### src/rtl/ws2812_frame_sequencer.sv
// Streams a small frame buffer of 24-bit GRB words into the WS2812 bit controller,
// then holds the line idle for the latch gap and pulses frame_done.
module ws2812_frame_sequencer #(
  parameter int F_CLK    = 50_000_000,
  parameter int NUM_LEDS = 8,
  parameter int LATCH_US = 80,
  parameter int ADDR_W   = (NUM_LEDS > 1) ? $clog2(NUM_LEDS) : 1
) (
  input  logic              clk,
  input  logic              reset_n,
  input  logic              wr_en,
  input  logic [ADDR_W-1:0] wr_addr,
  input  logic [23:0]       wr_data,
  input  logic              start,
  output logic              busy,
  output logic              frame_done,
  output logic [23:0]       pix_data,
  output logic              pix_load,
  input  logic              pix_done
);

  localparam int LATCH_CYCLES = (F_CLK / 1_000_000) * LATCH_US;
  localparam int CNT_W        = $clog2(LATCH_CYCLES + 1);

  localparam logic [ADDR_W-1:0] LAST_IDX     = ADDR_W'(NUM_LEDS - 1);
  localparam logic [ADDR_W:0]   NUM_LEDS_EXT = (ADDR_W + 1)'(NUM_LEDS);
  localparam logic [CNT_W-1:0]  LATCH_LOAD   = CNT_W'(LATCH_CYCLES - 1);

  typedef enum logic [1:0] {
    IDLE  = 2'd0,
    LOAD  = 2'd1,
    WAIT  = 2'd2,
    LATCH = 2'd3
  } state_t;

  state_t            state, state_nxt;
  logic [ADDR_W-1:0] idx, idx_nxt, idx_inc;
  logic [CNT_W-1:0]  cnt, cnt_nxt;
  logic [23:0]       data_nxt;
  logic              load_nxt;
  logic              done_nxt;

  logic [23:0] mem [NUM_LEDS];

  // Frame buffer is deliberately left out of reset so a frame can be re-sent after a reset.
  always_ff @(posedge clk) begin
    if (wr_en && ({1'b0, wr_addr} < NUM_LEDS_EXT)) begin
      mem[wr_addr] <= wr_data;
    end
  end

  assign idx_inc = idx + ADDR_W'(1);

  always_ff @(posedge clk or negedge reset_n) begin
    if (!reset_n) begin
      state      <= IDLE;
      idx        <= '0;
      cnt        <= '0;
      pix_data   <= '0;
      pix_load   <= 1'b0;
      frame_done <= 1'b0;
      busy       <= 1'b0;
    end else begin
      state      <= state_nxt;
      idx        <= idx_nxt;
      cnt        <= cnt_nxt;
      pix_data   <= data_nxt;
      pix_load   <= load_nxt;
      frame_done <= done_nxt;
      busy       <= (state_nxt != IDLE);
    end
  end

  // Pixel words are fetched on the edge into their load cycle, so late writes still land.
  always_comb begin
    state_nxt = state;
    idx_nxt   = idx;
    cnt_nxt   = cnt;
    data_nxt  = pix_data;
    load_nxt  = 1'b0;
    done_nxt  = 1'b0;
    case (state)
      IDLE: begin
        if (start) begin
          state_nxt = LOAD;
          idx_nxt   = '0;
          load_nxt  = 1'b1;
          data_nxt  = mem[0];
        end
      end
      LOAD: begin
        state_nxt = WAIT;
      end
      WAIT: begin
        if (pix_done) begin
          if (idx == LAST_IDX) begin
            state_nxt = LATCH;
            cnt_nxt   = LATCH_LOAD;
          end else begin
            state_nxt = LOAD;
            idx_nxt   = idx_inc;
            load_nxt  = 1'b1;
            data_nxt  = mem[idx_inc];
          end
        end
      end
      LATCH: begin
        if (cnt == '0) begin
          state_nxt = IDLE;
          idx_nxt   = '0;
          done_nxt  = 1'b1;
        end else begin
          cnt_nxt = cnt - CNT_W'(1);
        end
      end
      default: state_nxt = IDLE;
    endcase
  end

endmodule

### config.mk
export PLATFORM = sky130hd
export DESIGN_NAME = ws2812_frame_sequencer
export DESIGN_NICKNAME = d
export VERILOG_FILES = /design/src/rtl/ws2812_frame_sequencer.sv
export SDC_FILE = /design/constraint.sdc
export NUM_CORES = 1
export LEC_CHECK = 0
export CAP_MARGIN = 5
export CORE_UTILIZATION = 45
export DETAILED_ROUTE_END_ITERATION = 7
export PLACE_DENSITY = 0.67
export SLEW_MARGIN = 10
export SYNTH_ARGS = -nofsm -noshare
export SYNTH_HDL_FRONTEND = slang
export SYNTH_SLANG_ARGS = --single-unit
### constraint.sdc
create_clock -name clk -period 2.65 [get_ports clk]
set_clock_uncertainty 0.2 [all_clocks]
set_input_delay 0.53 -clock clk [delete_from_list [all_inputs] [get_ports clk]]
set_output_delay 0.53 -clock clk [all_outputs]
set_load 0.05 [all_outputs]
==> impl_metrics.prom <==
# TYPE chip_impl_metric gauge
chip_impl_info{name="result_of_the_run",value="complete, no violations"} 1
chip_impl_metric{name="totalNegativeSetupSlack",unit="ns"} 0
chip_impl_info{name="cp_cell_sequence",value="clkdlybuf4s50_1"} 1
chip_impl_info{name="worst_path_max_delay_cell",value="sky130_fd_sc_hd__clkdlybuf4s50_1"} 1
chip_impl_metric{name="mappedNetlistArea",unit="um^2"} 9344
chip_impl_metric{name="synth_fp_nets",unit=""} 531
chip_impl_metric{name="path_buf_inv",unit=""} 1
chip_impl_info{name="setup.worst_path.start_class",value="flip-flop"} 1
chip_impl_metric{name="drc",unit=""} 0
chip_impl_metric{name="ctsHoldBuffers",unit=""} 1
chip_impl_metric{name="synthSimpleGateAreaFrac",unit=""} 0.04231
chip_impl_info{name="synthDominantAreaCellType",value="sky130_fd_sc_hd__edfxtp_1"} 1
chip_impl_metric{name="synth_xor_area_frac",unit=""} 0.001875
chip_impl_metric{name="route.met3.wl",unit="um"} 922
chip_impl_metric{name="quantity_of_i_o_buffers_inserted_on_ports",unit=""} 58
chip_impl_metric{name="critical_path_arrival",unit="ns"} 1.76
chip_impl_metric{name="gpl.final_weighted_congestion",unit=""} 0.7680
chip_impl_metric{name="synth-seq-cells",unit=""} 236
chip_impl_metric{name="synthDistinctLibCells",unit=""} 43
chip_impl_info{name="critPathCapture",value="pix_data[8]"} 1
chip_impl_metric{name="critPathRequiredTime",unit="ns"} 1.92
chip_impl_info{name="rsz0062_at_grt",value="no"} 1
chip_impl_metric{name="critical_path_cell_count",unit=""} 1
chip_impl_metric{name="total_leakage_power",unit="nW"} 3.947
chip_impl_metric{name="floorplan.die_area",unit="um^2"} 21350
chip_impl_metric{name="reg2reg_setup_slack",unit="ns"} 0.31
chip_impl_info{name="crit_family",value="buffers and inverters"} 1
chip_impl_metric{name="synth_largest_type_area_fraction",unit=""} 0.6170
chip_impl_metric{name="dr.first_iter.drc_count",unit=""} 265
chip_impl_metric{name="syn2layout_area_growth",unit="%"} 20.57
chip_impl_metric{name="tritoncts.num_buffers",unit=""} 25
chip_impl_metric{name="peakVddDrop",unit="uV"} 979.2
chip_impl_info{name="synth_top_family_by_area",value="multiplexers"} 1
chip_impl_metric{name="core_area",unit="um^2"} 20300
chip_impl_metric{name="timing.final.hold_violations",unit=""} 0
chip_impl_metric{name="maximum_capacitance_violations",unit=""} 0
chip_impl_metric{name="boundaryPins",unit=""} 59
chip_impl_info{name="timing.critical_path.to_type",value="output pin"} 1
chip_impl_metric{name="setup-violations-final",unit=""} 0
chip_impl_metric{name="crit_fanout",unit=""} 2
chip_impl_metric{name="antenna_violations_before_repair",unit=""} 2
chip_impl_metric{name="seqCellArea",unit="um^2"} 6868
chip_impl_metric{name="post-route-min-period",unit="ns"} 2.492
chip_impl_metric{name="final_net_count",unit=""} 606
chip_impl_metric{name="synthesis.instances",unit=""} 496
chip_impl_metric{name="cts.path.max_buffers",unit=""} 3
chip_impl_metric{name="syn-mean-instance-area",unit="um^2"} 18.84
chip_impl_metric{name="via_count",unit=""} 4806
chip_impl_metric{name="number_of_global_route_vias_before_repair",unit=""} 5050
chip_impl_metric{name="cts_num_sinks",unit=""} 236
chip_impl_metric{name="congestion_overflow_gr",unit=""} 0
chip_impl_metric{name="reg2reg_depth",unit=""} 7
chip_impl_metric{name="h-tree-depth",unit=""} 1
chip_impl_metric{name="fillCellCount",unit=""} 1551
chip_impl_metric{name="post-dp-hpwl",unit="um"} 10140
chip_impl_metric{name="wirelength",unit="um"} 18190
chip_impl_metric{name="fin_area",unit="um^2"} 11270
chip_impl_metric{name="synth_compound_area_frac",unit=""} 0.05530
chip_impl_metric{name="timing.critical_path.slowest_cell_delay",unit="ns"} 0.83
chip_impl_metric{name="synth-warning-count",unit=""} 0
chip_impl_metric{name="track_usage",unit=""} 0.1783
chip_impl_metric{name="die-height",unit="um"} 146.1
chip_impl_info{name="cts.root.buffer_cell",value="sky130_fd_sc_hd__clkbuf_16"} 1
chip_impl_metric{name="max-slew-margin-rel",unit=""} 0.5674
chip_impl_info{name="synth_area_leaders",value="sky130_fd_sc_hd__edfxtp_1 62%, sky130_fd_sc_hd__dfrtp_1 12%, sky130_fd_sc_hd__mux4_2 12%"} 1
chip_impl_metric{name="final-max-slew-violation-count",unit=""} 0
chip_impl_info{name="worst_r2r_startpoint",value="idx[1]"} 1
chip_impl_metric{name="post-cts-setup-buffers",unit=""} 0
chip_impl_metric{name="tightest_slew",unit="ns"} 0.6490
chip_impl_metric{name="routedLengthMet1",unit="um"} 7995
chip_impl_metric{name="drtPass1Iterations",unit=""} 4
chip_impl_info{name="cts_tree",value="done"} 1
chip_impl_metric{name="global_route_wire_length_before_repair",unit="um"} 28850
chip_impl_info{name="crit-reg2reg-capture",value="pix_data[8]"} 1
chip_impl_metric{name="final.period_utilization",unit=""} 0.9403
chip_impl_metric{name="synth_fa_ha_area_frac",unit=""} 0.004017
chip_impl_metric{name="multi_input_comb_area",unit="um^2"} 2394
chip_impl_metric{name="routedWlPerCell",unit="um"} 21.15
chip_impl_info{name="hp-class",value="reg -> reg"} 1
chip_impl_metric{name="synthMuxAreaShare",unit=""} 0.1468
chip_impl_metric{name="post_cts_resized",unit=""} 0
chip_impl_metric{name="synth_seq_area_share",unit=""} 0.7349
chip_impl_info{name="criticalPathCategory",value="reg -> out"} 1
chip_impl_metric{name="power_per_cell_area",unit="nW/um^2"} 1188
chip_impl_metric{name="fmax",unit="GHz"} 0.4013
chip_impl_metric{name="final_antenna_net_count",unit=""} 0
chip_impl_metric{name="worst_skew_pair.late_latency",unit="ns"} 0.52
chip_impl_metric{name="path_clk_slew",unit="ns"} 0.06
chip_impl_metric{name="detailroute.wirelength.met2",unit="um"} 8986
chip_impl_info{name="maxUsedRoutingLayer",value="met5"} 1
chip_impl_metric{name="initial_core_util",unit=""} 0.4603
chip_impl_metric{name="fp.dieW",unit="um"} 146.1
chip_impl_metric{name="antennaDiodeCount",unit=""} 0
chip_impl_info{name="first_element_of_the_critical_path",value="pix_data[8]"} 1
chip_impl_metric{name="std_cell_rows",unit=""} 52
chip_impl_metric{name="grt_max_degree",unit=""} 50
chip_impl_metric{name="share_of_post_route_cells_with_drive_strength_above_1",unit=""} 0.2085
chip_impl_metric{name="dpl_cell_area",unit="um^2"} 10460
chip_impl_metric{name="post_drt_via_cell_ratio",unit=""} 5.588
==> state kept, by name, summed over array words and instances, names as in the netlist <==
register,count
idx,3
busy,1
pix_load,1
state,2
pix_data,24
frame_done,1
mem,192
cnt,12
==> layout by cell type (no fill, tap or decap), types with 2 or more instances in the layout <==
master	n
sky130_fd_sc_hd__nand2b_1	5
sky130_fd_sc_hd__nor2_1	31
sky130_fd_sc_hd__mux2i_1	29
sky130_fd_sc_hd__buf_4	5
sky130_fd_sc_hd__a211oi_1	24
sky130_fd_sc_hd__clkbuf_8	3
sky130_fd_sc_hd__o31ai_1	3
sky130_fd_sc_hd__clkinvlp_4	3
sky130_fd_sc_hd__or4_1	3
sky130_fd_sc_hd__xnor2_1	2
sky130_fd_sc_hd__clkinv_2	6
sky130_fd_sc_hd__clkbuf_1	3
sky130_fd_sc_hd__nor2_2	6
sky130_fd_sc_hd__clkbuf_16	25
sky130_fd_sc_hd__nor3_1	2
sky130_fd_sc_hd__mux4_2	48
sky130_fd_sc_hd__buf_12	12
sky130_fd_sc_hd__a21o_1	24
sky130_fd_sc_hd__or3_1	3
sky130_fd_sc_hd__and3_1	3
sky130_fd_sc_hd__inv_1	3
sky130_fd_sc_hd__nor3_4	2
sky130_fd_sc_hd__o21ai_0	2
sky130_fd_sc_hd__o2bb2ai_1	3
sky130_fd_sc_hd__nand2_1	7
sky130_fd_sc_hd__a21oi_1	5
sky130_fd_sc_hd__clkinv_1	3
sky130_fd_sc_hd__a22oi_1	2
sky130_fd_sc_hd__dfrtp_1	43
sky130_fd_sc_hd__nand3_1	5
sky130_fd_sc_hd__clkdlybuf4s50_1	57
sky130_fd_sc_hd__edfxtp_1	192
==> routing by layer <==
layer,up-vias,global-route usage
met1,2496,0.2424
met5,-,0
li1,2167,-
met3,24,0.03188
met4,2,0.04896
met2,117,0.2978
==> metrics by stage <==
stage	power [mW]	instances	worst slack [ns]	utilization	hold slack [ns]
final	13.39	860	0.1582	0.5550	0.2850
after global placement	10.12	813	0.2812	0.5155	0.2600
after global routing	14.08	860	0.1056	0.5550	0.3076
after detailed placement	10.24	813	0.2225	0.5155	0.2727
after floorplan	8.782	496	0.2764	-	0.03441
after CTS	13.57	860	0.1347	0.5550	0.2867
==> how the worst min path moves through the flow <==
stage,start,cells past startpoint,endpoint,slack [ns]
3_5_place_dp,pix_data[23],1,pix_data[23],0.27
5_1_grt,pix_data[21],1,pix_data[21],0.31
4_1_cts,pix_data[23],1,pix_data[23],0.29
6_report,pix_data[21],1,pix_data[21],0.29
2_1_floorplan,reset_n,0,busy,0.03
3_3_place_gp,pix_data[18],1,pix_data[18],0.26
==> synth_stat cells <==
master,n
sky130_fd_sc_hd__and2b_1,1
sky130_fd_sc_hd__mux2i_1,29
sky130_fd_sc_hd__nor2_1,37
sky130_fd_sc_hd__or2_4,1
sky130_fd_sc_hd__a211o_1,1
sky130_fd_sc_hd__a311o_1,1
sky130_fd_sc_hd__o211ai_1,1
sky130_fd_sc_hd__or3_1,3
sky130_fd_sc_hd__ha_1,3
sky130_fd_sc_hd__o21ai_0,2
sky130_fd_sc_hd__edfxtp_1,192
sky130_fd_sc_hd__or4_1,3
sky130_fd_sc_hd__buf_6,1
sky130_fd_sc_hd__a22oi_1,2
sky130_fd_sc_hd__nand4bb_1,1
sky130_fd_sc_hd__nand3_1,5
sky130_fd_sc_hd__dfrtp_1,44
sky130_fd_sc_hd__o2bb2ai_1,3
sky130_fd_sc_hd__nor4b_1,1
sky130_fd_sc_hd__o31ai_1,3
sky130_fd_sc_hd__inv_1,3
sky130_fd_sc_hd__buf_1,4
sky130_fd_sc_hd__nor3b_1,1
sky130_fd_sc_hd__a21o_1,25
sky130_fd_sc_hd__a2111oi_0,1
sky130_fd_sc_hd__nor4_1,1
sky130_fd_sc_hd__nor3_1,4
sky130_fd_sc_hd__clkbuf_1,13
sky130_fd_sc_hd__or2_1,1
sky130_fd_sc_hd__nor4_2,1
sky130_fd_sc_hd__and2_1,1
sky130_fd_sc_hd__a21oi_1,5
sky130_fd_sc_hd__nand2b_1,5
sky130_fd_sc_hd__buf_2,9
sky130_fd_sc_hd__nand3b_1,1
sky130_fd_sc_hd__buf_4,1
sky130_fd_sc_hd__a2111oi_2,1
sky130_fd_sc_hd__mux4_2,48
sky130_fd_sc_hd__or3_4,1
sky130_fd_sc_hd__xnor2_1,2
sky130_fd_sc_hd__a211oi_1,24
sky130_fd_sc_hd__nand2_1,7
sky130_fd_sc_hd__and3_1,3
==> power breakdown <==
group	leakage, nW	switching, mW	internal, mW
logic	1.30	2.79	2.55
registers	2.26	0.325	4.43
clock network	0.387	1.38	1.92
==> layout make-up <==
type / instances / area share
Sequential cell: 236 / 0.6096
Multi-Input combinational cell: 229 / 0.2125
Clock inverter: 15 / 0.01011
Tap cell: 270 / 0.02999
Inverter: 3 / 0.0009996
Timing Repair Buffer: 76 / 0.07663
Clock buffer: 31 / 0.06020
==> logic make-up after synthesis <==
kind of cell               Yosys count
adders and majority gates            3
and+or+nand+nor                     78
muxes                               77
buffers and inverters               31
xor gates and xnor gates             2
DFF                                236
AOI/OAI and AO/OA                   69
No activity file was read; power rests on OpenSTA's default activity.
